## config.mk

```make
export PLATFORM = sky130hd
export DESIGN_NAME = stopwatch_bcd
export DESIGN_NICKNAME = d
export VERILOG_FILES = /design/src/rtl/stopwatch_bcd.sv
export SDC_FILE = /design/constraint.sdc
export NUM_CORES = 1
export LEC_CHECK = 0
export ABC_CLOCK_PERIOD_IN_PS = 4640
export CELL_PAD_IN_SITES_DETAIL_PLACEMENT = 1
export CELL_PAD_IN_SITES_GLOBAL_PLACEMENT = 1
export CORE_UTILIZATION = 36
export DETAILED_ROUTE_END_ITERATION = 8
export GPL_TIMING_DRIVEN = 0
export PLACE_DENSITY_LB_ADDON = 0.3
export SLEW_MARGIN = 10
export SYNTH_ARGS = -nofsm -noshare
export SYNTH_HDL_FRONTEND = slang
export SYNTH_SLANG_ARGS = --single-unit
```

## constraint.sdc

```tcl
create_clock -name clk -period 4.64 [get_ports clk]
set_input_delay 1.16 -clock clk [delete_from_list [all_inputs] [get_ports clk]]
set_output_delay 1.16 -clock clk [all_outputs]
set_load 0.1 [all_outputs]
```

## src/rtl/stopwatch_bcd.sv

```systemverilog
// Keypad-driven BCD stopwatch, 000.0 .. 999.9, with binary whole-seconds output.
// Optional lap freeze is built only when STOPWATCH_LAP_EN is defined.
module stopwatch_bcd #(
  parameter int CLK_HZ  = 50_000_000,
  parameter int TICK_HZ = 10
) (
  input  logic        clk,
  input  logic        rst_n,
  input  logic        key_valid,
  input  logic [3:0]  key_code,
  output logic [3:0]  bcd_hundreds,
  output logic [3:0]  bcd_tens,
  output logic [3:0]  bcd_units,
  output logic [3:0]  bcd_tenths,
  output logic [31:0] seconds,
  output logic        running,
  output logic        overflow,
  output logic        lap_active
);

  // state | meaning
  // IDLE  | count zero, stopped
  // RUN   | prescaler running, count advances on each tick
  // PAUSE | count and prescaler held

  localparam int DIV = CLK_HZ / TICK_HZ;
  localparam int PW  = $clog2(DIV);
  localparam logic [PW-1:0] PRESC_LAST = PW'(DIV - 1);

  localparam logic [3:0] KEY_START = 4'hA;
  localparam logic [3:0] KEY_CLEAR = 4'hB;

  typedef enum logic [1:0] {IDLE, RUN, PAUSE} state_t;

  state_t        r_state, w_state_nxt;
  logic [PW-1:0] r_presc;
  logic [3:0]    r_h, r_t, r_u, r_d;
  logic [3:0]    w_nh, w_nt, w_nu, w_nd;
  logic [3:0]    r_dh, r_dt, r_du, r_dd;
  logic [31:0]   r_sec;
  logic          r_run, r_ovf;
  logic          w_start, w_clear, w_tick, w_wrap, w_freeze;

  assign w_start = key_valid && (key_code == KEY_START);
  assign w_clear = key_valid && (key_code == KEY_CLEAR);
  assign w_tick  = (r_state == RUN) && (r_presc == PRESC_LAST);

`ifdef STOPWATCH_LAP_EN
  localparam logic [3:0] KEY_LAP = 4'hC;
  logic r_lap, w_lap_nxt;

  always_comb begin
    w_lap_nxt = r_lap;
    if (w_clear)
      w_lap_nxt = 1'b0;
    else if (key_valid && (key_code == KEY_LAP) && (r_state != IDLE))
      w_lap_nxt = ~r_lap;
  end

  always_ff @(posedge clk) begin
    if (!rst_n) r_lap <= 1'b0;
    else        r_lap <= w_lap_nxt;
  end

  assign w_freeze   = w_lap_nxt;
  assign lap_active = r_lap;
`else
  assign w_freeze   = 1'b0;
  assign lap_active = 1'b0;
`endif

  function automatic logic [31:0] to_sec(input logic [3:0] h, input logic [3:0] t,
                                         input logic [3:0] u);
    return 32'(h) * 32'd100 + 32'(t) * 32'd10 + 32'(u);
  endfunction

  always_comb begin
    w_state_nxt = r_state;
    if (w_clear)
      w_state_nxt = IDLE;
    else if (w_start) begin
      case (r_state)
        IDLE:    w_state_nxt = RUN;
        RUN:     w_state_nxt = PAUSE;
        PAUSE:   w_state_nxt = RUN;
        default: w_state_nxt = IDLE;
      endcase
    end
  end

  // Ripple the carry through the digits; clear takes priority over a tick.
  always_comb begin
    w_nh   = r_h;
    w_nt   = r_t;
    w_nu   = r_u;
    w_nd   = r_d;
    w_wrap = 1'b0;
    if (w_clear) begin
      w_nh = 4'd0;
      w_nt = 4'd0;
      w_nu = 4'd0;
      w_nd = 4'd0;
    end else if (w_tick) begin
      if (r_d != 4'd9) w_nd = r_d + 4'd1;
      else begin
        w_nd = 4'd0;
        if (r_u != 4'd9) w_nu = r_u + 4'd1;
        else begin
          w_nu = 4'd0;
          if (r_t != 4'd9) w_nt = r_t + 4'd1;
          else begin
            w_nt = 4'd0;
            if (r_h != 4'd9) w_nh = r_h + 4'd1;
            else begin
              w_nh   = 4'd0;
              w_wrap = 1'b1;
            end
          end
        end
      end
    end
  end

  always_ff @(posedge clk) begin
    if (!rst_n) begin
      r_state <= IDLE;
      r_run   <= 1'b0;
      r_presc <= '0;
      r_ovf   <= 1'b0;
      r_h     <= 4'd0;
      r_t     <= 4'd0;
      r_u     <= 4'd0;
      r_d     <= 4'd0;
      r_dh    <= 4'd0;
      r_dt    <= 4'd0;
      r_du    <= 4'd0;
      r_dd    <= 4'd0;
      r_sec   <= 32'd0;
    end else begin
      r_state <= w_state_nxt;
      r_run   <= (w_state_nxt == RUN);
      r_h     <= w_nh;
      r_t     <= w_nt;
      r_u     <= w_nu;
      r_d     <= w_nd;

      if (w_clear)
        r_presc <= '0;
      else if (r_state == RUN)
        r_presc <= w_tick ? '0 : r_presc + PW'(1);

      if (w_clear)
        r_ovf <= 1'b0;
      else if (w_wrap)
        r_ovf <= 1'b1;

      // Displayed value tracks the live count unless a lap snapshot is held.
      if (!w_freeze) begin
        r_dh  <= w_nh;
        r_dt  <= w_nt;
        r_du  <= w_nu;
        r_dd  <= w_nd;
        r_sec <= to_sec(w_nh, w_nt, w_nu);
      end
    end
  end

  assign bcd_hundreds = r_dh;
  assign bcd_tens     = r_dt;
  assign bcd_units    = r_du;
  assign bcd_tenths   = r_dd;
  assign seconds      = r_sec;
  assign running      = r_run;
  assign overflow     = r_ovf;

endmodule

```

==> flow_metrics.py <==
metrics = {
    "status": {
        "status": "complete, but fails checks",
        "failed_checks": "design-rule violations",
    },
    "setup_path": {
        "critPathCaptureType": "flip-flop",
        "ff2ff_path_depth": 19,
        "r2r_start": "r_presc[0]",
        "worst_path_largest_cell_delay_ns": 0.56,
        "r2r_end": "seconds[9]",
        "required_ns": 4.86,
        "cp_top_family": "adder cells",
        "arrival_ns": 4.73,
        "worst_setup_path_start_kind": "flip-flop",
        "critical_path_class": "reg -> reg",
        "crit_buf_inv": 2,
        "crit_chain": "ha_4, nand4b_1, or4_4, buf_4, nor4_4, buf_6, mux2i_4, nor2_2, ha_1, ha_2, fa_1, xor2_1, ha_1, ha_4, nor4_2, o21ai_1, nand2_1, xor2_1, and2_1",
        "critPathMaxFanout": 5,
        "slowest_stage": "or4_4",
        "regToRegSetupSlack_ns": 0.13,
        "startpoint": "r_presc[0]",
    },
    "hold_path": {
        "holdPathEnd": "r_presc[22]",
        "hold_class": "reg -> reg",
        "worstHoldStart": "r_presc[22]",
        "hold_path_depth": 2,
    },
    "synthesis": {
        "ys_warn_count": 0,
        "synth_edf_count": 0,
        "synth.cell_area_um2": 3290,
        "ys_seq_area_share_pct": 32.8,
        "ys_seq_elements": 54,
        "synthArstFlopShare_pct": 0,
        "synthDistinctLibCells": 50,
        "synth_cells": 378,
        "avgSynthCellArea_um2": 8.72,
        "synth_ff_type": "dfxtp_1",
    },
    "detailed_routing": {
        "wire_per_inst_um": 14.6,
        "viasPerCell": 4.98,
        "drc": 5,
        "num_vias": 2780,
        "final_antenna_net_count": 0,
        "drt_iter0_markers": 42,
        "wirelength_um": 8160,
        "drtPass1Iterations": 8,
    },
    "timing": {
        "setup_viol_count_final": 0,
        "fin_tns_setup_ns": 0,
        "fin_crit_sh_pct": 97.2,
        "finalMaxSlewViolations": 0,
        "fmaxAchievable_mhz": 222,
        "finClkSkew_ns": 0.0101,
        "max_slew_margin_pct": 33.1,
        "finalHoldViolations": 0,
        "period_needed_ns": 4.51,
        "setup_slack_ns": 0.132,
        "tightest_slew_ns": 1.00,
    },
    "final_layout": {
        "fin_util_pct": 48.6,
        "multi_input_area_um2": 2240,
        "num_antenna_cells": 0,
        "final_area_um2": 4280,
        "layout-drive-gt1-share_pct": 18.4,
        "seqCellArea_um2": 1090,
        "nFillCells": 1055,
        "area_growth_pct": 29.9,
        "fin_nets": 491,
    },
    "clock_network": {
        "cts_buffer_depth": 2,
        "cts-root-buf": "clkbuf_8",
        "cts_num_sinks": 54,
        "cts_tree": "yes",
        "clk_pin_slew_worst_paths_ns": 0.10,
        "numCtsBuffers": 5,
        "worst_skew_pair.late_latency_ns": 0.32,
        "cts_max_level": 2,
    },
    "floorplanning": {
        "dieArea_um2": 9540,
        "ios": 58,
        "fp.dieH_um": 97.7,
        "die_x_um": 97.7,
        "core-area_um2": 8810,
        "start_util_pct": 37.4,
        "rows": 34,
    },
    "grt": {
        "overflow": 0,
        "grt_pass1_vias": 2819,
        "grt_pass1_wl_um": 13500,
        "grt_usage_pct": 17.6,
        "grt_max_degree": 19,
        "antenna_found_initial": 0,
    },
    "run": {
        "drv_cap": 0,
    },
    "placement": {
        "placed_area_um2": 3870,
        "portBuffers": 36,
        "gp_congestion": 0.807,
        "pre_cts_slack_ns": -0.997,
        "dp_hpwl_um": 6020,
    },
    "pwr": {
        "ir_drop_mv": 0.103,
        "cellLeakagePower_nw": 1.84,
        "powerDensity_nw_per_um2": 214,
    },
}
## placed cells by master (no fill, tap or decap), types with 3 or more instances in the layout
| cell | n |
|---|---|
| and2_1 | 8 |
| conb_1 | 21 |
| buf_4 | 30 |
| clkdlybuf4s50_1 | 36 |
| mux2i_4 | 4 |
| nor2_2 | 6 |
| a21oi_1 | 12 |
| clkbuf_8 | 5 |
| nor4_4 | 3 |
| xor2_1 | 21 |
| a31oi_1 | 3 |
| nand2b_1 | 3 |
| nor2b_1 | 10 |
| inv_1 | 16 |
| ha_4 | 5 |
| fa_1 | 5 |
| or2_2 | 4 |
| or3_1 | 4 |
| nor3_1 | 9 |
| ha_1 | 24 |
| nand4b_1 | 3 |
| o21ai_0 | 3 |
| and3b_1 | 3 |
| dfxtp_1 | 50 |
| nand4_1 | 9 |
| nand3_1 | 10 |
| nor2_1 | 54 |
| nand2_1 | 15 |
| clkbuf_1 | 5 |
| and4_1 | 3 |
| xnor2_1 | 12 |
| and3_1 | 6 |
## area by class of cell
class | count | area share [%]
repair buffers | 45 | 10.1
clock buffers | 5 | 1.61
well taps | 108 | 3.16
inverters | 16 | 1.40
clock inverters | 3 | 1.11
multi-input cells | 297 | 52.4
plain buffers | 30 | 4.71
flip-flops and latches | 54 | 25.5
## registers in the layout (all words and copies together), names as in the netlist
signal        count
r_presc          23
r_state           2
bcd_tenths        4
bcd_tens          4
bcd_hundreds      4
bcd_units         4
seconds          11
running           1
overflow          1
## how the worst max path moves through the flow
stage,endpoint,slack (ns),cells after the start
floorplan,seconds[8],0.07,16
global placement,seconds[8],-0.92,15
detailed placement,seconds[8],-1.0,15
CTS,seconds[9],0.03,17
global route,seconds[9],-0.07,19
finish,seconds[9],0.13,19
## power breakdown
group	switching, W	internal (W)	leakage (nW)
registers	0.00000106	0.000463	0.437
clock network	0.000174	0.000165	0.0591
logic	0.0000921	0.0000221	1.34
## worst register-to-register path, cell delays in order (launching register included)
cell	delay [ns]
dfxtp_4	0.38
ha_4	0.15
nand4b_1	0.15
or4_4	0.56
buf_4	0.18
nor4_4	0.14
buf_6	0.18
mux2i_4	0.29
nor2_2	0.08
ha_1	0.29
ha_2	0.20
fa_1	0.37
xor2_1	0.17
ha_1	0.34
ha_4	0.20
nor4_2	0.26
o21ai_1	0.11
nand2_1	0.12
xor2_1	0.07
and2_1	0.17
## kinds of logic after synthesis
kind of cell | after synthesis | synth area share (%)
AOI/OAI and AO/OA | 33 | 6.08
xor gates and xnor gates | 33 | 8.77
adders and majority gates | 35 | 14.4
buffers and inverters | 47 | 7.98
DFF | 54 | 32.8
muxes | 7 | 2.13
other | 1 | 0.114
and+or+nand+nor | 168 | 27.7
## Yosys cell counts (all sizes together) (3+ instances only)
cell type | instances | share of area (%)
nand4 | 9 | 1.7
o21ai | 6 | 0.91
nor4 | 6 | 1.6
nor2b | 10 | 1.9
and3 | 6 | 1.1
nand2b | 3 | 0.57
buf | 25 | 5.5
or2 | 5 | 0.95
nor2 | 62 | 7.2
xnor2 | 12 | 3.2
nand4b | 3 | 0.80
nor3 | 10 | 1.7
a21oi | 13 | 2.0
a31oi | 3 | 0.57
and3b | 3 | 0.80
nand2 | 15 | 1.7
ha | 30 | 11
xor2 | 21 | 5.6
mux2i | 7 | 2.1
and4 | 3 | 0.80
dfxtp | 54 | 33
fa | 5 | 3.0
nand3 | 11 | 1.8
inv | 16 | 1.8
clkbuf | 6 | 0.68
and2 | 8 | 1.5
or3 | 4 | 0.76
## stage by stage
stage / power [W] / instances / hold WS (ns)
after floorplan: 0.000576 / 398 / 0.454
after detailed placement: 0.000587 / 542 / 0.473
after global routing: 0.000954 / 558 / 0.538
after CTS: 0.000931 / 554 / 0.489
final: 0.000917 / 558 / 0.510
after global placement: 0.000587 / 542 / 0.471
## routing by layer
metal / GRT usage (%) / routed length [um] / vias to the layer above
met5: 0 / 0 / -
met4: 3.50 / 104 / 0
met3: 3.88 / 246 / 8
met2: 32.1 / 4130 / 34
met1: 21.0 / 3690 / 1354
li1: - / - / 1384
## timing repair
item,CTS,global route
resized for setup,29,22
pin swaps,4,9
buffers inserted,5,4
hold buffers,0,0
endpoints found under the setup margin,6,5
hold endpoints to repair,0,0
(Power assumes the default switching activity.)
